<file path="src/rtl/seq_1101_pkg.sv">
// seq_1101_pkg: state encoding and sync-header constants shared by the 1101 frame transmitter.
package seq_1101_pkg;
  typedef enum logic [2:0] {S_IDLE, S_SYNC, S_DATA, S_PAR, S_DONE} state_e;
  localparam logic [3:0] SYNC_DEFAULT = 4'b1101;
  localparam int SYNC_LEN = 4;
endpackage

</file>
<file path="src/rtl/piso_shift_reg.sv">
// piso_shift_reg: loadable MSB-first parallel-in/serial-out register.
module piso_shift_reg #(
  parameter int WIDTH = 8
) (
  input  logic             clk,
  input  logic             reset,
  input  logic             load,
  input  logic             shift,
  input  logic [WIDTH-1:0] din,
  output logic             sout
);
  logic [WIDTH-1:0] sr_q, sr_d;
  always_comb sr_d = load ? din : shift ? sr_q << 1 : sr_q;
  always_ff @(posedge clk or posedge reset)
    if (reset) sr_q <= '0;
    else sr_q <= sr_d;
  assign sout = sr_q[WIDTH-1];
endmodule

</file>
<file path="src/rtl/seq_1101_tx.sv">
// seq_1101_tx: serial frame transmitter (4-bit sync header + MSB-first payload); define
// SEQ_TX_PARITY_EN to append an even-parity bit after the payload.
module seq_1101_tx
  import seq_1101_pkg::*;
#(
  parameter int         DATA_W = 8,
  parameter logic [3:0] SYNC   = SYNC_DEFAULT
) (
  input  logic              clk,
  input  logic              reset,
  input  logic              start,
  input  logic [DATA_W-1:0] data,
  output logic              busy,
  output logic              out,
  output logic              out_valid,
  output logic              done
);
  localparam int IW = 5;
`ifdef SEQ_TX_PARITY_EN
  localparam state_e AFTER_DATA = S_PAR;
`else
  localparam state_e AFTER_DATA = S_DONE;
`endif
  state_e state_q, state_d;
  logic [IW-1:0] idx_q, idx_d;
  logic busy_q, busy_d, out_q, out_d, valid_q, valid_d, done_q, done_d;
  logic accept, shift, sout;
`ifdef SEQ_TX_PARITY_EN
  logic par_q, par_d;
`endif
  // Outputs are computed from the next state so every output port is a flop.
  always_comb begin
    accept  = start && (state_q == S_IDLE || state_q == S_DONE);
    state_d = state_q;
    idx_d   = idx_q;
    if (accept) begin
      state_d = S_SYNC;
      idx_d   = IW'(SYNC_LEN - 1);
    end else if (state_q == S_DONE) begin
      state_d = S_IDLE;
    end else if (state_q == S_SYNC) begin
      state_d = idx_q == '0 ? S_DATA : S_SYNC;
      idx_d   = idx_q == '0 ? IW'(DATA_W - 1) : idx_q - IW'(1);
    end else if (state_q == S_DATA) begin
      state_d = idx_q == '0 ? AFTER_DATA : S_DATA;
      idx_d   = idx_q == '0 ? '0 : idx_q - IW'(1);
    end else if (state_q == S_PAR) begin
      state_d = S_DONE;
    end
    shift   = state_d == S_DATA;
    out_d   = state_d == S_SYNC ? SYNC[idx_d[1:0]] : state_d == S_DATA ? sout : 1'b0;
`ifdef SEQ_TX_PARITY_EN
    par_d   = accept ? ^data : par_q;
    if (state_d == S_PAR) out_d = par_q;
`endif
    valid_d = state_d inside {S_SYNC, S_DATA, S_PAR};
    busy_d  = valid_d;
    done_d  = state_d == S_DONE;
  end
  always_ff @(posedge clk or posedge reset)
    if (reset) begin
      state_q <= S_IDLE;
      idx_q   <= '0;
      busy_q  <= 1'b0;
      out_q   <= 1'b0;
      valid_q <= 1'b0;
      done_q  <= 1'b0;
    end else begin
      state_q <= state_d;
      idx_q   <= idx_d;
      busy_q  <= busy_d;
      out_q   <= out_d;
      valid_q <= valid_d;
      done_q  <= done_d;
    end
`ifdef SEQ_TX_PARITY_EN
  always_ff @(posedge clk or posedge reset)
    if (reset) par_q <= 1'b0;
    else par_q <= par_d;
`endif
  piso_shift_reg #(.WIDTH(DATA_W)) u_piso (
    .clk   (clk),
    .reset (reset),
    .load  (accept),
    .shift (shift),
    .din   (data),
    .sout  (sout)
  );
  assign busy      = busy_q;
  assign out       = out_q;
  assign out_valid = valid_q;
  assign done      = done_q;
endmodule

</file>
<file path="config.mk">
export PLATFORM = sky130hd
export DESIGN_NAME = seq_1101_tx
export DESIGN_NICKNAME = d
export VERILOG_FILES = /design/src/rtl/seq_1101_pkg.sv /design/src/rtl/piso_shift_reg.sv /design/src/rtl/seq_1101_tx.sv
export SDC_FILE = /design/constraint.sdc
export NUM_CORES = 1
export LEC_CHECK = 0
export CAP_MARGIN = 40
export CORE_ASPECT_RATIO = 1.2
export CORE_MARGIN = 4
export CORE_UTILIZATION = 42
export CTS_CLUSTER_DIAMETER = 150
export DETAILED_ROUTE_END_ITERATION = 16
export PLACE_DENSITY = 0.72
export SYNTH_ARGS = -nofsm -noshare
export SYNTH_HDL_FRONTEND = slang
export SYNTH_HIERARCHICAL = 1
export SYNTH_SLANG_ARGS = --single-unit
</file>
<file path="constraint.sdc">
create_clock -name clk -period 3.6 [get_ports clk]
set_input_delay 0.54 -clock clk [delete_from_list [all_inputs] [get_ports clk]]
set_output_delay 0.54 -clock clk [all_outputs]
set_load 0.005 [all_outputs]
</file>
Word-level counts from Yosys, hierarchy flattened

Cells that the tools add are included.

Bits in registers: 19
Bits in latches: 0
Bits in writable memories: 0
Bits in read-only memories: 0
Input port bits: 11
Output and inout bits: 4
Logic and storage cells: 45
Memories kept: 0

Add/subtract/negate cells: 1
Multiply operators: 0
Divide/modulo/power cells: 0
Magnitude comparators: 1
Equal/unequal tests: 9
Shifts and indexed selects: 0
Muxes and demuxes: 19
Bitwise logic cells: 0
Reduce and logical (&&, ||, !) cells: 8

Operator list:

| kind                  | count |
|---|---|
| $mux W5               | 6 |
| $mux W3               | 6 |
| $mux W8               | 2 |
| $eq A3 B2 Y1 const B  | 4 |
| $eq A3 B1 Y1 const B  | 2 |
| $eq A3 B3 Y1 const B  | 2 |
| $reduce_bool A3 Y1    | 2 |
| $logic_not A5 Y1      | 1 |
| $sub A5 B1 Y5 const B | 1 |
| $logic_not A3 Y1      | 1 |
| $lt A2 B3 Y1 const B  | 1 |
| $mux W1               | 3 |
| $bmux W1 S2           | 1 |
| $mux W2               | 1 |
| $ne A2 B1 Y1 const B  | 1 |
| $reduce_and A2 Y1     | 1 |
| $reduce_bool A2 Y1    | 1 |
| $logic_and A1 B1 Y1   | 1 |
| $logic_or A1 B1 Y1    | 1 |

Longest topological paths before layout

Gate-level depths: netlist of the first run.

Depth in word-level cells: 9
Mapped depth: 9
Depth with buffers taken out: 7

Hierarchy

Netlist of the first run, hierarchy kept.

By module, submodules not included:

| module         | times used | cells each | area an instance (um^2) | sequential area each (um^2) |
|---|---|---|---|---|
| seq_1101_tx    | 1          | 77         | 673.1                   | 275.3 |
| piso_shift_reg | 1          | 35         | 372.9                   | 200.2 |

Worst setup path after synthesis of the first run

Ideal clock, no wire load.

Kind: register -> register
Start: register idx_q[0]
End: register u_piso.sr_q[3]
Setup time: 136 ps
Data arrival time: 1781 ps
Data required time: 3464 ps
Path slack: 1683 ps
Cell stages (with the launch flop): 10
Path buffers: 2
Clock period less this slack: 1917 ps
Cells stage by stage: dfrtp_1 -> inv_1 -> ha_1 -> or4b_1 -> buf_2 -> nand3b_1 -> a21oi_1 -> buf_6 -> mux2i_1 -> o21ai_1

Cells in the longest elaborated chain, start to end: 8
Elaborated cells between the ends (all ways): 9
Those cells by class: 1 x eq/ne; 6 x mux; 2 x reduce/logical

Ends and longest elaborated chain:

| what                                  | RTL line                             | RTL |
|---|---|---|
| start: declaration                    | seq_1101_tx.sv:25                    | `logic [IW-1:0] idx_q, idx_d;` |
| start signal: assignment              | seq_1101_tx.sv:70                    | `idx_q <= idx_d;` |
| $logic_not A5 Y1 *                    | seq_1101_tx.sv:42, seq_1101_tx.sv:45 |  |
| $mux W3                               | seq_1101_tx.sv:45                    | `state_d = idx_q == '0 ? AFTER_DATA : S_DATA;` |
| $mux W3                               | seq_1101_tx.sv:44                    | `end else if (state_q == S_DATA) begin` |
| $mux W3 *                             | seq_1101_tx.sv:41                    | `end else if (state_q == S_SYNC) begin` |
| $mux W3 *                             | seq_1101_tx.sv:39                    | `end else if (state_q == S_DONE) begin` |
| $mux W3 *                             | seq_1101_tx.sv:36                    | `if (accept) begin` |
| $eq A3 B2 Y1 *                        | seq_1101_tx.sv:50                    | `shift = state_d == S_DATA;` |
| via shift                             | seq_1101_tx.sv:27                    | `logic accept, shift, sout;` |
| $reduce_bool A2 Y1 (no source line) * | -                                    |  |
| end signal: assignment                | piso_shift_reg.sv:16                 | `else sr_q <= sr_d;` |
| end: declaration                      | piso_shift_reg.sv:12                 | `logic [WIDTH-1:0] sr_q, sr_d;` |

The timed path passes the listed nets; every way through them passes the cells marked *.
A chain may end at the register's enable or synchronous reset.

Worst setup path after layout of the first run

Start: register idx_q[0]
End: register out_q (netlist: out)

Cells in the longest elaborated chain, start to end: 9
Elaborated cells between the ends (all ways): 20
Those cells by class: 1 x add/sub; 2 x eq/ne; 16 x mux; 1 x reduce/logical

Ends and longest elaborated chain:

| what                    | RTL line                             | RTL |
|---|---|---|
| $logic_not A5 Y1 *      | seq_1101_tx.sv:42, seq_1101_tx.sv:45 |  |
| $mux W3                 | seq_1101_tx.sv:45                    |  |
| $mux W3                 | seq_1101_tx.sv:44                    |  |
| $mux W3 *               | seq_1101_tx.sv:41                    |  |
| $mux W3 *               | seq_1101_tx.sv:39                    |  |
| $mux W3 *               | seq_1101_tx.sv:36                    |  |
| $eq A3 B2 Y1 *          | -                                    |  |
| via shift               | seq_1101_tx.sv:27                    |  |
| $mux W1 * (2 in series) | seq_1101_tx.sv:51                    | `out_d = state_d == S_SYNC ? SYNC[idx_d[1:0]] : state_d == S_DATA ? sout : 1'b0;` |
| via out_d               | seq_1101_tx.sv:26                    | `logic busy_q, busy_d, out_q, out_d, valid_q, valid_d, done_q, done_d;` |
| end signal: assignment  | seq_1101_tx.sv:72                    | `out_q <= out_d;` |
| end: declaration        | seq_1101_tx.sv:26                    |  |

The timed path passes the listed nets; every way through them passes the cells marked *. The select of a mux whose other input is x is not followed.

==> summary.txt, run 1 <==
Outcome
  • Status: finished clean

Routing
  • Routed wire length: 2031 µm
  • DR iter-0 viols: 12
  • Drt first pass iters: 3
  • Post-route ant nets: 0
  • Routed WL per cell: 13.19 µm
  • Via count: 809
  • Remaining DRCs: 0
  • DR vias/cell: 5.253

Synthesis
  • Post-synthesis mux area share: 7.656%
  • Synth Register Bits: 19
  • Asr flop ratio synth: 100.0%
  • Cells after Synth: 112
  • Post-Syn Area: 1046 µm²
  • Main flop type after synthesis: dfrtp_1
  • Compound-cell area share of the yosys netlist: 19.50%
  • Synth Area in Simple Gates: 16.75%
  • Syn_area_per_cell: 9.339 µm²
  • Synth unique cells: 32
  • EDFF count, synth: 0
  • Yosys Warn Count: 6
  • Synth Area in Adders: 1.196%
  • XOR/XNOR Fraction of Synth Area: 1.675%
  • Post-Syn Nets: 124
  • Post-synthesis sequential area ratio: 45.45%
  • Largest family of logic cells by synthesized area: compound AO/OA/AOI/OAI gates

Power and ir drop
  • Power density of the placed cells: 851.2 nW/µm²
  • Peak VDD IR: 0.4267 mV
  • Leakage: 0.4966 nW

Clock tree
  • Reg clk slew, reported paths: 0.10 ns
  • Cts hold-fix bufs: 0
  • Number of clock sinks: 19
  • CTS Buf Count: 3
  • Clock Path Buffers: 2
  • Htree depth: 1
  • Post-CTS resize count: 0
  • Latest clock arrival within the worst-skew pair: 0.29 ns
  • CTS tree: done
  • Clk root buf: clkbuf_4
  • Post-CTS Setup Bufs: 0

Timing
  • FMAX: 453.4 MHz
  • Fin. Hold Viols: 0
  • Slew headroom: 65.50%
  • Tcrit/Tclk final: 61.27%
  • Worst clock skew: 0.004885 ns
  • Slew @ Worst Pin: 0.5175 ns
  • Worst Hold Slack: 0.5129 ns
  • Min Tclk post-route: 2.206 ns
  • Final setup viols: 0
  • Setup TNS: 0 ns
  • Final Max Tran Viols: 0
  • Final worst setup slack: 1.394 ns
  • RSZ-0062 raised after global routing: no

Floorplan
  • Overall die height: 62.67 µm
  • Die outline area: 3356 µm²
  • Die span in x: 53.56 µm
  • Initial Util: 44.90%
  • Num ports: 15
  • Core area: 2330 µm²
  • Core Rows: 19

Global route
  • GR Layer Usage met2: 24.85%
  • All-Layer GR Usage: 14.50%
  • Remaining Overflow, GRT: 0
  • Vias in the first global route: 828
  • First-pass GRT wire length: 3705 µm
  • Most Used Layer, Global Route: met2
  • Met3 global-route usage: 3.341%
  • Initial antenna violation count: 0
  • GRT met1 Usage: 17.33%
  • Pin count of the biggest net entering global routing: 19

Cells and area
  • Register area: 475.5 µm²
  • Filler cells: 235
  • P&R area growth vs syn: 15.79%
  • Layout cells sized above 1: 6.504%
  • Area of the multi-input gates: 489.2 µm²
  • Fin area: 1211 µm²
  • # nets final: 136
  • Diode count: 0

Place
  • Placer Congestion: 0.7893
  • Placed cell areas: 1185 µm²
  • Half-perimeter wire length after placement: 1556 µm
  • Port Buffers: 14
  • Place WS: 1.433 ns

Setup path
  • R2R Setup Slk: 1.39 ns
  • Worst Path Required: 3.77 ns
  • Crit start category: flop
  • Crit path DAT: 2.38 ns
  • Crit path capture type: flop
  • Critical Path Fanout Max: 11
  • Kind of critical path: flop to flop

Worst hold path
  • Hold crit path type: input pin to async pin

Run
  • Max-Cap Viols: 0
## cell type report
type | instances | share of cell area [%]
inverters | 7 | 2.169
clock buffers | 4 | 2.169
multi-input cells | 77 | 40.39
repair buffers | 16 | 12.81
well taps | 31 | 3.202
flip-flops and latches | 19 | 39.26
## synth_stat cells (2+ instances only)
cell      count  area, µm²
nand2_1      12      45.04
a21oi_1       7      35.03
nor3_1        3      15.01
o21ai_1       9      45.04
buf_2         2      10.01
mux2i_1       8      80.08
a31oi_1       2      12.51
clkbuf_1      4      15.01
o21ai_0       4      20.02
inv_1         7      26.28
nor2_1       10      37.54
xnor2_1       2      17.52
nand3b_1      2      15.01
buf_6         2      22.52
nor2b_1       3      18.77
dfrtp_1      19      475.5
## kinds of logic after synthesis
group,Yosys count
buf+inv,16
xor+xnor,2
simple gates,35
flops,19
mux,8
fa+ha+maj,1
compound gates,31
## placed cells by master (no fill, tap or decap), types with 3 or more instances in the layout
cell type / Yosys / layout
a21oi_1: 7 / 7
clkbuf_4: 0 / 3
clkdlybuf4s50_1: 0 / 14
dfrtp_1: 19 / 19
inv_1: 7 / 7
mux2i_1: 8 / 8
nand2_1: 12 / 12
nor2_1: 10 / 10
nor2b_1: 3 / 3
nor3_1: 3 / 3
o21ai_0: 4 / 4
o21ai_1: 9 / 9
## report_power, final
group	internal (mW)	switching, mW	leakage [nW]
sequential	0.308	0.108	0.237
combinational	0.256	0.255	0.245
clock	0.0430	0.0615	0.0150
total	0.607	0.424	0.497
## path summary, 6_finish.rpt
kind,endpoint,start,cells after the start
setup / recovery,out$_DFF_PP0_,idx_q[0]$_DFF_PP0_,8
hold / removal,u_piso/sr_q[3]$_DFFE_PP0P_,reset,2
setup reg to reg,out$_DFF_PP0_,idx_q[0]$_DFF_PP0_,8
hold reg to reg,idx_q[4]$_DFFE_PP0P_,idx_q[4]$_DFFE_PP0P_,2
max in group asynchronous,idx_q[2]$_DFFE_PP0P_,reset,2
min in group clk,idx_q[4]$_DFFE_PP0P_,idx_q[4]$_DFFE_PP0P_,2
## metal layers
metal | vias up | wire length, µm
met5 | - | 0
met4 | 0 | 13
met2 | 10 | 1060
met1 | 385 | 887
li1 | 412 | -
met3 | 2 | 70
## state kept, by name, indices dropped and copies added (netlist names)
signal       cells
done             1
out_valid        1
idx_q            5
state_q          3
out              1
u_piso/sr_q      8
## metrics by stage
step / power [mW] / utilization [%] / std cells
final: 1.031 / 51.99 / 154
after global routing: 1.144 / 51.99 / 154
after CTS: 1.040 / 51.99 / 154
after detailed placement: 0.9338 / 50.86 / 150
after global placement: 0.9149 / 50.86 / 150
after floorplan: 0.8114 / - / 112
## critical path, cell delays in order (launching register included)
cell and delay [ns]:
dfrtp_1 0.44, inv_1 0.12, ha_1 0.21, or4b_1 0.60
nand3b_1 0.15, a21oi_1 0.08, buf_4 0.20, a211oi_1 0.23
a31oi_1 0.06
(Power assumes the default switching activity.)
==> run 2, diff against run 1 <==
- clock period: 3.6 -> 2.2 ns (I/O delays scaled with it)
==> run 2 against run 1 <==
Effect of this change:
- worst setup slack worse by 1.2 ns
- clock-buffer cell count is the same
- sequential power increased by 45%
- first-iteration DRC count up 67%
- design area is 6.5% higher
- via count is 9.4% higher
- register-to-register slack worse by 1.2 ns
- combinational power increased by 110%
- clock power is 71% higher
- clock skew down 0.0040 ns
- global-route usage is 1.0 points higher
- critical path type unchanged
- critical endpoint unchanged
- largest cell class unchanged
==> summary.txt, run 2 (same netlist as run 1, synthesis figures left out) <==
Place
  • Half-perimeter wire length after placement: 1697 µm
  • Placed cell areas: 1260 µm²
  • Placer Congestion: 0.9224
  • Port Buffers: 14

Routing
  • Via count: 885
  • Remaining DRCs: 0
  • Drt first pass iters: 4
  • DR iter-0 viols: 20
  • Post-route ant nets: 0
  • DR vias/cell: 5.396
  • Routed WL per cell: 13.82 µm
  • Routed wire length: 2266 µm

Clock tree
  • Htree depth: 1
  • Post-CTS resize count: 0
  • Number of clock sinks: 19
  • Cts hold-fix bufs: 0
  • Post-CTS Setup Bufs: 0
  • Latest clock arrival within the worst-skew pair: 0.30 ns
  • Clock Path Buffers: 2
  • CTS tree: done
  • CTS Buf Count: 3
  • Reg clk slew, reported paths: 0.10 ns
  • Clk root buf: clkbuf_4

Power and ir drop
  • Leakage: 0.5459 nW
  • Cell Int Power: 1.097 mW
  • Clock share of power: 9.6%
  • Sequential Power Share: 32.7%
  • Sw Ratio: 40.67%
  • Power density of the placed cells: 1433 nW/µm²
  • Comb pwr share: 57.7%
  • Peak VDD IR: 0.6531 mV
  • Net switching power: 0.7520 mW

Floorplan
  • Die span in x: 53.56 µm
  • Initial Util: 44.90%
  • Overall die height: 62.67 µm
  • Core area: 2330 µm²
  • Num ports: 15
  • Core Rows: 19
  • Die outline area: 3356 µm²

Setup path
  • Crit start category: flop
  • CP startpoint: idx_q[0]$_DFF_PP0_
  • Crit path DAT: 2.20 ns
  • Worst Path Required: 2.43 ns
  • Crit path capture type: flop
  • Critical Path Fanout Max: 6
  • Worst R2R Start: idx_q[0]$_DFF_PP0_
  • Kind of critical path: flop to flop

Cells and area
  • Post-layout util: 55.37%
  • Area of the multi-input gates: 493.0 µm²
  • Max reg flops: 8
  • Most flop-heavy register: u_piso/sr_q
  • Commonest non-fill, non-tap cell in the layout: dfrtp_1
  • Fin area: 1290 µm²
  • Register area: 475.5 µm²
  • Most frequent cells in the layout: 19 x dfrtp_1, 14 x clkdlybuf4s50_1, 12 x nand2_1, 12 x buf_4, 10 x nor2_1
  • P&R area growth vs syn: 23.33%
  • Diode count: 0
  • Layout cells sized above 1: 14.29%
  • Top Registers: u_piso/sr_q (8), idx_q (5), state_q (3)
  • # nets final: 146
  • Filler cells: 230

Timing
  • RSZ-0062 raised after global routing: no
  • Final setup viols: 0
  • Final Max Tran Viols: 0
  • Min Tclk post-route: 1.970 ns
  • Worst clock skew: 0.0008445 ns
  • Tcrit/Tclk final: 89.55%
  • FMAX: 507.6 MHz
  • Slew @ Worst Pin: 0.6171 ns
  • Slew headroom: 58.83%
  • Fin. Hold Viols: 0

Run
  • Max-Cap Viols: 0

Outcome
  • Status: finished clean

Global route
  • Pin count of the biggest net entering global routing: 16
  • Vias in the first global route: 850
  • Initial antenna violation count: 0
  • Remaining Overflow, GRT: 0
  • First-pass GRT wire length: 3864 µm
  • All-Layer GR Usage: 15.54%

Worst hold path
  • Hold crit path type: input pin to async pin
==> run 2: cell count changes in the layout (fill, tap and decap cells not counted) <==
cell | before | now
buf_4 | 2 | 12
a21oi_1 | 7 | 6
a21oi_2 | 0 | 1
==> run 2: final timing paths <==
kind | cells past startpoint | slack (ns) | endpoint
setup reg to reg | 7 | 0.23 | out$_DFF_PP0_
setup / recovery | 7 | 0.23 | out$_DFF_PP0_
max in group asynchronous | 2 | 1.54 | idx_q[3]$_DFFE_PP0P_
min in group clk | 2 | 0.55 | idx_q[4]$_DFFE_PP0P_
hold reg to reg | 2 | 0.55 | idx_q[4]$_DFFE_PP0P_
hold / removal | 2 | 0.29 | u_piso/sr_q[4]$_DFFE_PP0P_
==> run 2: worst max-delay path: stages (launching register included) <==
cell and delay, ns:
dfrtp_1 0.39, inv_1 0.09, ha_1 0.20, or4b_1 0.48
buf_4 0.19, a311oi_2 0.23, o21ai_1 0.13, a31oi_1 0.18
==> run 2: routing by layer <==
layer	global-route usage (%)	vias up	wire length, µm
met5	0	-	0
met4	8.307	0	27
met3	2.864	4	126
met2	25.00	30	1191
met1	18.94	420	921
li1	-	431	-
==> run 2: metrics by stage <==
step	cells	setup TNS, ns	total power [mW]	worst slack [ns]	hold slack [ns]
CTS	164	0	1.845	0.1682	0.3000
global route	164	0	2.010	0.06928	0.3345
floorplan	112	0	1.328	0.2830	0.1457
global placement	159	-0.008044	1.618	-0.006432	0.5249
finish	164	0	1.849	0.2298	0.2903
detailed placement	160	0	1.659	0.1906	0.5385
==> run 2: power by group through the flow <==
stage	sequential, mW	clock (mW)	combinational [mW]
after floorplan	0.594	0	0.734
after global placement	0.601	0	1.02
after detailed placement	0.608	0	1.05
after CTS	0.602	0.185	1.06
after global routing	0.626	0.199	1.19
final	0.604	0.178	1.07
==> run 2: area by class of cell <==
type / count / area share (%)
repair buffers: 26 / 17.85
well taps: 31 / 3.007
inverters: 7 / 2.037
clock buffers: 4 / 2.037
flip-flops and latches: 19 / 36.86
multi-input cells: 77 / 38.22
